### config.mk
export PLATFORM = sky130hd
export DESIGN_NAME = cla_group_adder
export DESIGN_NICKNAME = d
export VERILOG_FILES = /design/src/rtl/cla_group_adder.sv
export SDC_FILE = /design/constraint.sdc
export NUM_CORES = 1
export LEC_CHECK = 0
export ABC_AREA = 1
export CORE_MARGIN = 3
export CORE_UTILIZATION = 52
export CTS_BUF_LIST = sky130_fd_sc_hd__clkbuf_8
export DETAILED_ROUTE_END_ITERATION = 10
export GPL_TIMING_DRIVEN = 0
export PLACE_DENSITY_LB_ADDON = 0.12
export SLEW_MARGIN = 20
export SYNTH_ARGS = -nofsm -noshare
export SYNTH_HDL_FRONTEND = slang
export SYNTH_SLANG_ARGS = --single-unit
### constraint.sdc
create_clock -name clk -period 2.8 [get_ports clk]
set_input_delay 0.28 -clock clk [delete_from_list [all_inputs] [get_ports clk]]
set_output_delay 0.28 -clock clk [all_outputs]
set_load 0.01 [all_outputs]
### src/rtl/cla_group_adder.sv
// cla_group_adder: multi-cycle adder that computes one GROUP-bit carry-lookahead
// group per clock, least-significant group first.
// Build option: define CLA_SUB_EN to add the sub port and a - b support.
//
// Ports:
//   clk, rst     - clock and synchronous active-high reset
//   start        - new request; sampled only in IDLE or DONE
//   a, b, cin    - operands and carry-in, captured when start is accepted
//   sub          - (CLA_SUB_EN only) captured; selects a + ~b + 1
//   busy         - high while groups are being computed
//   done         - one-cycle pulse; s/cout/ovf are valid from then on
//   s, cout, ovf - sum, carry out of MSB, two's-complement overflow
//
// Latency: done asserts NG cycles after the edge that accepted start.
// A start seen in the DONE cycle is accepted with no idle bubble.

module cla_group_adder #(
  parameter int WIDTH = 16,
  parameter int GROUP = 4
) (
  input  logic             clk,
  input  logic             rst,
  input  logic             start,
  input  logic [WIDTH-1:0] a,
  input  logic [WIDTH-1:0] b,
  input  logic             cin,
`ifdef CLA_SUB_EN
  input  logic             sub,
`endif
  output logic             busy,
  output logic             done,
  output logic [WIDTH-1:0] s,
  output logic             cout,
  output logic             ovf
);

  localparam int NG = WIDTH / GROUP;
  localparam int IW = $clog2(NG + 1);

  typedef enum logic [1:0] {IDLE, RUN, DONE} state_t;

  state_t           state, state_nxt;
  logic [IW-1:0]    idx;
  logic [WIDTH-1:0] a_r, b_r, s_r;
  logic             carry, cout_r, ovf_r;
  logic             accept, last;

  logic [GROUP-1:0] ga, gb, gp, gg, gsum;
  logic [GROUP:0]   gc;
  logic             prod, acc;

  assign accept = start && ((state == IDLE) || (state == DONE));
  assign last   = (idx == IW'(NG - 1));

  // ---------------- FSM ----------------
  always_ff @(posedge clk) begin
    if (rst) state <= IDLE;
    else     state <= state_nxt;
  end

  always_comb begin
    state_nxt = state;
    case (state)
      IDLE:    if (start) state_nxt = RUN;
      RUN:     if (last)  state_nxt = DONE;
      DONE:    state_nxt = start ? RUN : IDLE;
      default: state_nxt = IDLE;
    endcase
  end

  // ---------------- current group select ----------------
  always_comb begin
    ga = '0;
    gb = '0;
    for (int g = 0; g < NG; g++) begin
      if (idx == IW'(g)) begin
        ga = a_r[g*GROUP +: GROUP];
        gb = b_r[g*GROUP +: GROUP];
      end
    end
  end

  assign gp = ga ^ gb;
  assign gg = ga & gb;

  // Lookahead carries: each c[i+1] is a flat sum of products over the
  // group's g/p bits and the incoming carry, with no dependence on c[i].
  always_comb begin
    gc    = '0;
    gc[0] = carry;
    prod  = 1'b0;
    acc   = 1'b0;
    for (int i = 0; i < GROUP; i++) begin
      acc = 1'b0;
      for (int j = 0; j <= i; j++) begin
        prod = gg[j];
        for (int k = j + 1; k <= i; k++) prod = prod & gp[k];
        acc = acc | prod;
      end
      prod = carry;
      for (int k = 0; k <= i; k++) prod = prod & gp[k];
      gc[i+1] = acc | prod;
    end
  end

  assign gsum = gp ^ gc[GROUP-1:0];

  // ---------------- datapath ----------------
  always_ff @(posedge clk) begin
    if (rst) begin
      idx    <= '0;
      a_r    <= '0;
      b_r    <= '0;
      s_r    <= '0;
      carry  <= 1'b0;
      cout_r <= 1'b0;
      ovf_r  <= 1'b0;
    end else if (accept) begin
      idx    <= '0;
      a_r    <= a;
      s_r    <= '0;
      cout_r <= 1'b0;
      ovf_r  <= 1'b0;
`ifdef CLA_SUB_EN
      // Subtraction is a + ~b + 1; the caller's cin plays no part.
      b_r    <= sub ? ~b : b;
      carry  <= sub ? 1'b1 : cin;
`else
      b_r    <= b;
      carry  <= cin;
`endif
    end else if (state == RUN) begin
      for (int g = 0; g < NG; g++) begin
        if (idx == IW'(g)) s_r[g*GROUP +: GROUP] <= gsum;
      end
      carry <= gc[GROUP];
      idx   <= idx + IW'(1);
      if (last) begin
        // In the top group gc[GROUP-1] is the carry into bit WIDTH-1.
        cout_r <= gc[GROUP];
        ovf_r  <= gc[GROUP-1] ^ gc[GROUP];
      end
    end
  end

  assign busy = (state == RUN);
  assign done = (state == DONE);
  assign s    = s_r;
  assign cout = cout_r;
  assign ovf  = ovf_r;

endmodule

==> results of run 1 <==
## final timing paths
kind,start,to,slack (ns),cells past startpoint
setup / recovery,idx[0],s[10],0.11,13
hold / removal,b_r[6],b_r[6],0.46,2
setup reg to reg,idx[0],s[10],0.11,13
hold reg to reg,b_r[6],b_r[6],0.46,2
## tightest hold or removal path: cells and delay by family (launching register included)
kind	cells	cell delay, ns
buffers and inverters	1	0.06
AOI/OAI and AO/OA	1	0.05
DFF	1	0.31
## flip-flops by register name, summed over array words and instances, names as in the netlist
signal and count:
cout 1, a_r 16, idx 3, ovf 1
s 16, state 2, b_r 16, carry 1
## layer usage
metal | vias up | wire length [µm] | global-route usage | share of wire
li1 | 1241 | - | - | -
met1 | 1085 | 2650 | 0.314 | 0.43
met2 | 99 | 2920 | 0.354 | 0.47
met3 | 9 | 482 | 0.0409 | 0.078
met4 | 0 | 106 | 0.0854 | 0.017
met5 | - | 0 | 0 | 0
## through the flow
stage / worst slack [ns] / hold slack (ns) / utilization / cells / TNS [ns]
floorplan: 0.397 / 0.349 / - / 340 / 0
global placement: 0.0364 / 0.439 / 0.696 / 447 / 0
detailed placement: -0.0761 / 0.442 / 0.696 / 447 / -0.361
CTS: 0.0105 / 0.457 / 0.717 / 455 / 0
global route: -0.0284 / 0.493 / 0.734 / 460 / -0.0985
finish: 0.108 / 0.458 / 0.734 / 460 / 0
## synthesized netlist by cell type
cell type,count,area share
nor2_1,79,0.12
o21ai_0,64,0.13
dfxtp_1,56,0.44
nand2_1,30,0.045
inv_1,29,0.043
nand3_1,15,0.030
a21oi_1,13,0.026
ha_1,10,0.050
clkbuf_1,7,0.010
a31oi_1,6,0.015
buf_2,5,0.0099
nor2_4,5,0.022
nand2_2,3,0.0074
o21ai_1,3,0.0060
inv_2,2,0.0030
o21bai_1,2,0.0060
xor2_1,2,0.0069
a211oi_1,1,0.0030
clkinv_2,1,0.0020
fa_1,1,0.0079
inv_4,1,0.0025
nand2_4,1,0.0045
nand3b_1,1,0.0030
nand4_1,1,0.0025
nor2_2,1,0.0025
o21a_1,1,0.0030
## area by class of cell
class                           count  area share
Multi-Input combinational cell    239       0.381
Timing Repair Buffer               60       0.178
Clock inverter                      2     0.00303
Sequential cell                    56       0.339
Clock buffer                        6      0.0250
Buffer                             12      0.0163
Inverter                           33      0.0386
Tap cell                           52      0.0197
## power by group
group / switching (µW) / total, µW / leakage, µW / internal, µW
Combinational: 219 / 381 / 0.000919 / 162
Sequential: 30.0 / 876 / 0.000460 / 847
Clock: 259 / 457 / 0.0000510 / 198
Total: 508 / 1710 / 0.00143 / 1210
## cells by family (layout without fill, tap and decap cells)
kind of cell / count (synthesis) / in the layout / share of synthesized area
compound gates: 90 / 90 / 0.186
xor+xnor: 2 / 2 / 0.00695
flops: 56 / 56 / 0.445
fa+ha+maj: 11 / 11 / 0.0576
buf+inv: 45 / 113 / 0.0710
simple gates: 136 / 136 / 0.234
## timing repair
action                                  CTS  global route
endpoints found under the setup margin    9            11
pin swaps                                 0             4
resized for setup                         2            10
buffers inserted                          0             5
==> reports/qor.yml, run 1 <==
outcome: "finished clean"
yosysSeqAreaShare: 0.445
cts-root-buf: "clkbuf_8"
fin_crit_sh: 0.961
p_leak_uw: 0.00143
grtUsageTotal: 0.227
cts_buffers: 5
finalWeightedCongestion: 0.853
postLayoutCellArea_mm2: 0.00331
crit_family: "adder cells"
routedWlPerCell_um: 13.4
finalNetCount: 454
hold_buffers: 0
numPortBuffers: 55
final_common_cell: "nor2_1"
synth_area_mm2: 0.00252
syn_nets: 387
ys_types: 26
maxCapViolCount: 0
pin_count: 56
placementRows: 24
worst-setup-path-type: "reg2reg"
seq_area_mm2: 0.00112
gr-total-overflow: 0
num-fill-cells: 366
final_max_slew_viol_count: 0
grt_max_degree: 17
synth_cells: 340
clk_latency_ns: 0.31
antenna_cells: 0
avgSynthCellArea_um2: 7.42
cts_buffer_depth: 2
grt_pass1_vias: 2123
hold_path_class: "reg2reg"
clk_pin_slew_ns: 0.10
worst-path-buf-inv: 3
dr.pass1.iters: 4
finalHoldViolCount: 0
power.total_uw: 1710
grt_first_pass_wirelength_um: 9780
worst_pin_slew_ns: 0.390
core_area_mm2: 0.00450
wl_um: 6160
crit_path_frequent_cell: "ha_1"
drt_iter0_drc: 206
antenna_found_initial: 0
multi_input_area_mm2: 0.00126
vias_per_cell: 5.29
ys_ff_latch: 56
placed_cell_area_mm2: 0.00314
relSlewSlack: 0.740
timing.fmax_mhz: 372
cts_sinks: 56
cp-start-kind: "register"
worst_ep_arrival_time_ns: 2.91
die-width_um: 75.6
final_layout_size_suffix_gt1_frac: 0.0907
most-common-layout-cells: "nor2_1, o21ai_0, dfxtp_1"
min_period_ns: 2.69
syn_to_final_growth_pct: 31.2
ys_warn_count: 0
dieHeight_um: 75.6
vias: 2434
fp.dieArea_mm2: 0.00572
drc: 0
endpoint_kind: "register"
crit_path_top_delay_cell: "dfxtp_1"
peakVddDrop_mv: 0.391
critPathMaxFanout: 10
cts_tree: "yes"
slowest_delay_ns: 0.35
power_density_mw_per_mm2: 518
cts.htree.levels: 2
dp_hpwl_um: 4500
setup_viol: 0
drtAntennaViolNets: 0
initial_utilization: 0.560
worstPathRequired_ns: 3.01
crit_chain: "inv_1 -> ha_1 -> nand2_4 -> clkbuf_4 -> o21ai_0 -> o21ai_2 -> ha_1 -> ha_1 -> nand2_1 -> nand3b_1 -> xor2_2 -> o21ai_0 -> inv_1"
fin_worst_skew_ns: 0.00925
Note: power is estimated with default switching activity, not from simulation.
==> run 2, diff against run 1 <==
==> constraint.sdc (replaced) <==
create_clock -name clk -period 2.55 [get_ports clk]
set_input_delay 0.255 -clock clk [delete_from_list [all_inputs] [get_ports clk]]
set_output_delay 0.255 -clock clk [all_outputs]
set_load 0.01 [all_outputs]
==> reports/qor.yml, run 2 (synthesis results as in run 1) <==
final_cells: 468
slowest_delay_ns: 0.35
finalWeightedCongestion: 0.853
outcome: "finished clean"
crit_chain: "inv_2 -> ha_4 -> nand2_4 -> o21ai_1 -> a31oi_2 -> o21ai_2 -> ha_1 -> ha_2 -> nand3_1 -> nand4_1 -> nand2_1 -> nand2_2 -> o21bai_1 -> inv_1"
min_period_ns: 2.49
cts_tree: "yes"
numPortBuffers: 55
finalHoldViolCount: 0
crit_path_top_delay_cell: "dfxtp_2"
routedWlPerCell_um: 14.6
syn_to_final_growth_pct: 36.8
postLayoutCellArea_mm2: 0.00345
core_area_mm2: 0.00450
placementRows: 24
final_max_slew_viol_count: 0
setup_viol: 0
final_common_cell: "nor2_1"
tns_ns: 0
cts_sinks: 56
grt_pass1_vias: 2180
die-width_um: 75.6
cts-root-buf: "clkbuf_8"
dpl.cell_count: 447
peakVddDrop_mv: 0.429
fp.dieArea_mm2: 0.00572
cts_buffer_depth: 2
worstPathRequired_ns: 2.76
worst_ep_arrival_time_ns: 2.70
fin_worst_skew_ns: 0.0114
clk_latency_ns: 0.32
initial_utilization: 0.560
grtUsageTotal: 0.235
power_density_mw_per_mm2: 561
grt_max_degree: 17
vias_per_cell: 5.57
relSlewSlack: 0.745
antenna_cells: 0
hold_path_class: "reg2reg"
drt_iter0_drc: 292
hold_path_depth: 2
grt_first_pass_wirelength_um: 10200
cts.htree.levels: 2
endpoint_kind: "register"
reg2reg_depth: 14
p_leak_uw: 0.00147
placed_cell_area_mm2: 0.00314
drtAntennaViolNets: 0
clk_pin_slew_ns: 0.10
pin_count: 56
final_layout_size_suffix_gt1_frac: 0.156
cp-start-kind: "register"
wl_um: 6810
dr.pass1.iters: 6
gr-total-overflow: 0
fin_crit_sh: 0.977
critPathMaxFanout: 5
worst-setup-path-type: "reg2reg"
drc: 0
dieHeight_um: 75.6
dp_hpwl_um: 4500
rrSetupSlack_ns: 0.06
finalNetCount: 462
maxCapViolCount: 0
vias: 2606
worst_pin_slew_ns: 0.382
cts_buffers: 5
most-common-layout-cells: "nor2_1, clkdlybuf4s50_1, o21ai_0"
timing.fmax_mhz: 401
antenna_found_initial: 0
==> run 2: cell types whose count changed in the layout (fill, tap and decap cells not counted), moves of 3 or more <==
cell,before,now
inv_1,29,24
ha_4,0,3
inv_2,2,6
ha_1,10,5
o21ai_0,61,54
buf_4,5,12
dfxtp_1,56,53
o21ai_1,4,9
dfxtp_2,0,3
==> run 2: cell type report <==
cell class,instances,area [µm²]
plain buffers,12,57.6
clock buffers,6,82.6
clock inverters,2,10.0
fillers,330,1050
inverters,33,130
multi-input cells,240,1340
flip-flops and latches,56,1120
well taps,52,65.1
repair buffers,67,644
==> run 2: metrics by stage <==
stage                     hold slack, ns  setup slack (ns)   util  power, µW
after floorplan                    0.324             0.147      -       1210
after global placement             0.439            -0.214  0.696       1350
after detailed placement           0.442            -0.326  0.696       1360
after CTS                          0.457           0.00917  0.732       1880
after global routing               0.493            -0.108  0.766       2030
final                              0.459            0.0592  0.766       1940
==> run 2: repair_timing <==
item,CTS,global route
buffers inserted,4,8
hold buffers,0,0
pin swaps,3,13
endpoints found under the hold margin,0,0
setup endpoints to repair,11,11
resized for setup,11,36
gates cloned,0,1
==> run 2: report_power, final <==
group          switching (µW)  internal, µW  leakage (µW)
Clock                     288           218     0.0000510
Sequential               35.6           930      0.000461
Combinational             263           202      0.000956
Total                     587          1350       0.00147
==> run 2: worst paths after layout <==
kind	start	to
setup reg to reg	idx[1]	cout
hold reg to reg	b_r[6]	b_r[6]
hold / removal	b_r[6]	b_r[6]
setup / recovery	idx[1]	cout
==> run 2: critical path: cells and delay by family, from the launching register on <==
family	cells	cell delay [ns]
AO/OA/AOI/OAI	4	0.65
adder cells (fa/ha/maj)	3	0.64
buffers and inverters	2	0.18
AND/OR/NAND/NOR	5	0.56
flip-flops	1	0.35
==> run 2: layer usage <==
layer	routed length, µm	part of all wire	GRT usage
met4	258	0.038	0.0796
met5	0	0	0
met3	576	0.085	0.0409
met2	3260	0.48	0.375
met1	2720	0.40	0.324
==> run 3, diff against run 2 <==
--- a/config.mk
+++ b/config.mk
@@ -6,8 +6,9 @@
 export NUM_CORES = 1
 export LEC_CHECK = 0
 export ABC_AREA = 1
+export CORE_ASPECT_RATIO = 1.25
 export CORE_MARGIN = 3
-export CORE_UTILIZATION = 52
+export CORE_UTILIZATION = 56
 export CTS_BUF_LIST = sky130_fd_sc_hd__clkbuf_8
 export DETAILED_ROUTE_END_ITERATION = 10
 export GPL_TIMING_DRIVEN = 0
==> constraint.sdc (replaced) <==
create_clock -name clk -period 2.9 [get_ports clk]
set_input_delay 0.29 -clock clk [delete_from_list [all_inputs] [get_ports clk]]
set_output_delay 0.29 -clock clk [all_outputs]
set_load 0.01 [all_outputs]
==> reports/qor.yml, run 3 (synthesis results as in run 1) <==
routedWlPerCell_um: 12.8
post-route-util: 0.775
finalNetCount: 449
clk_pin_slew_ns: 0.09
drc: 0
critPathMaxFanout: 10
final_cells: 459
grtUsageTotal: 0.235
postCtsSetupBuffers: 0
gr-total-overflow: 0
worst-setup-path-type: "reg2reg"
hold_buffers: 0
reg2reg_depth: 15
num-fill-cells: 322
combPwrFrac: 0.211
p_seq_frac: 0.522
grt_max_degree: 17
cts.htree.levels: 2
wl_um: 5860
internal_power_uw: 1150
holdCritStartpoint: "b_r[6]"
r2r_end: "s[15]"
hold_path_class: "reg2reg"
syn_to_final_growth_pct: 29.0
drt_iter0_drc: 100
switching_share: 0.291
ctsResizeCount: 0
cp-start-kind: "register"
cts_buffers: 5
worstPathRequired_ns: 3.16
tns_ns: 0
initial_utilization: 0.601
peakVddDrop_mv: 0.413
rrSetupSlack_ns: 0.22
fin_crit_sh: 0.923
placementRows: 26
drtAntennaViolNets: 0
p_leak_uw: 0.00139
dpl.cell_count: 451
cts_buffer_depth: 2
power_density_mw_per_mm2: 498
grt_first_pass_wirelength_um: 9740
clk_latency_ns: 0.30
worst_ep_arrival_time_ns: 2.94
core_area_mm2: 0.00420
fin_worst_skew_ns: 0.00282
cts_tree: "yes"
endpoint_kind: "register"
cts-root-buf: "clkbuf_8"
dp_hpwl_um: 4470
final_max_slew_viol_count: 0
setup_viol: 0
dr.pass1.iters: 4
hold_path_depth: 2
vias_per_cell: 5.31
p_sw_uw: 470
fin_ws_ns: 0.224
final_common_cell: "nor2_1"
grt_pass1_vias: 2290
antenna_cells: 0
vias: 2436
die-width_um: 66.0
finalWeightedCongestion: 0.809
reg2reg_from: "idx[0]"
hold_slack_ns: 0.465
most-common-layout-cells: "nor2_1, o21ai_0, dfxtp_1"
rsz0062_at_grt: "no"
min_period_ns: 2.68
finalHoldViolCount: 0
numPortBuffers: 55
maxCapViolCount: 0
dieHeight_um: 81.0
cts_sinks: 56
pin_count: 56
antenna_found_initial: 0
fp.dieArea_mm2: 0.00535
timing.fmax_mhz: 374
p_clk_frac: 0.268
worst_pin_slew_ns: 0.411
outcome: "finished clean"
holdPathEnd: "b_r[6]"
relSlewSlack: 0.726
post-place-ws_ns: 0.0271
final_layout_size_suffix_gt1_frac: 0.0695
run 3: changes by cell type in the layout (fill, tap and decap cells not counted), sizes merged:
cell      change
inv           +1
nand2         -1
clkinv        -2
clkinvlp      +1
buf          -12
run 3: metal layers:
| layer | track usage | part of all wire | vias up | routed length (µm) |
|---|---|---|---|---|
| met4 | 0.124 | 0.031 | 0 | 182 |
| li1 | - | - | 1226 | - |
| met5 | 0 | 0 | - | 0 |
| met3 | 0.0429 | 0.047 | 16 | 274 |
| met1 | 0.259 | 0.39 | 1109 | 2310 |
| met2 | 0.422 | 0.53 | 85 | 3090 |
run 3: area by class of cell:
type / count / area (µm²) / area share
repair buffers: 55 / 551 / 0.169
plain buffers: 12 / 51.3 / 0.0158
clock inverters: 2 / 11.3 / 0.00346
flip-flops and latches: 56 / 1120 / 0.345
clock buffers: 6 / 82.6 / 0.0254
inverters: 33 / 128 / 0.0392
well taps: 56 / 70.1 / 0.0215
multi-input cells: 239 / 1240 / 0.381
run 3: critical path, stage by stage (launching register included):
cell and delay, ns:
dfxtp_1 0.37, inv_1 0.10, ha_1 0.21, nand2_2 0.18
buf_2 0.24, o21ai_0 0.10, o21ai_1 0.25, ha_1 0.28
ha_1 0.20, nand2_1 0.06, nand3b_1 0.13, nand2_1 0.11
nand3_1 0.14, nand3_1 0.15, nand2_1 0.06, inv_1 0.04
run 3: how the worst max path moves through the flow:
stage / start / cells after the start / slack [ns] / endpoint
floorplan: idx[0] / 13 / 0.50 / s[10]
global placement: idx[0] / 13 / 0.09 / s[10]
detailed placement: idx[0] / 13 / 0.03 / s[10]
CTS: idx[0] / 13 / 0.006 / s[10]
global route: idx[0] / 15 / 0.01 / s[15]
finish: idx[0] / 15 / 0.22 / s[15]
run 3: power groups by stage:
| stage | Sequential, µW | Combinational (µW) | Clock (µW) |
|---|---|---|---|
| after floorplan | 856 | 205 | 0 |
| after global placement | 861 | 322 | 0 |
| after detailed placement | 861 | 331 | 0 |
| after CTS | 844 | 333 | 437 |
| after global routing | 850 | 382 | 466 |
| final | 845 | 341 | 433 |
run 3: through the flow:
stage                     power (µW)  cell area (µm²)
final                           1620             3250
after floorplan                 1060             2520
after global routing            1700             3250
after detailed placement        1190             3140
after global placement          1180             3140
after CTS                       1610             3240
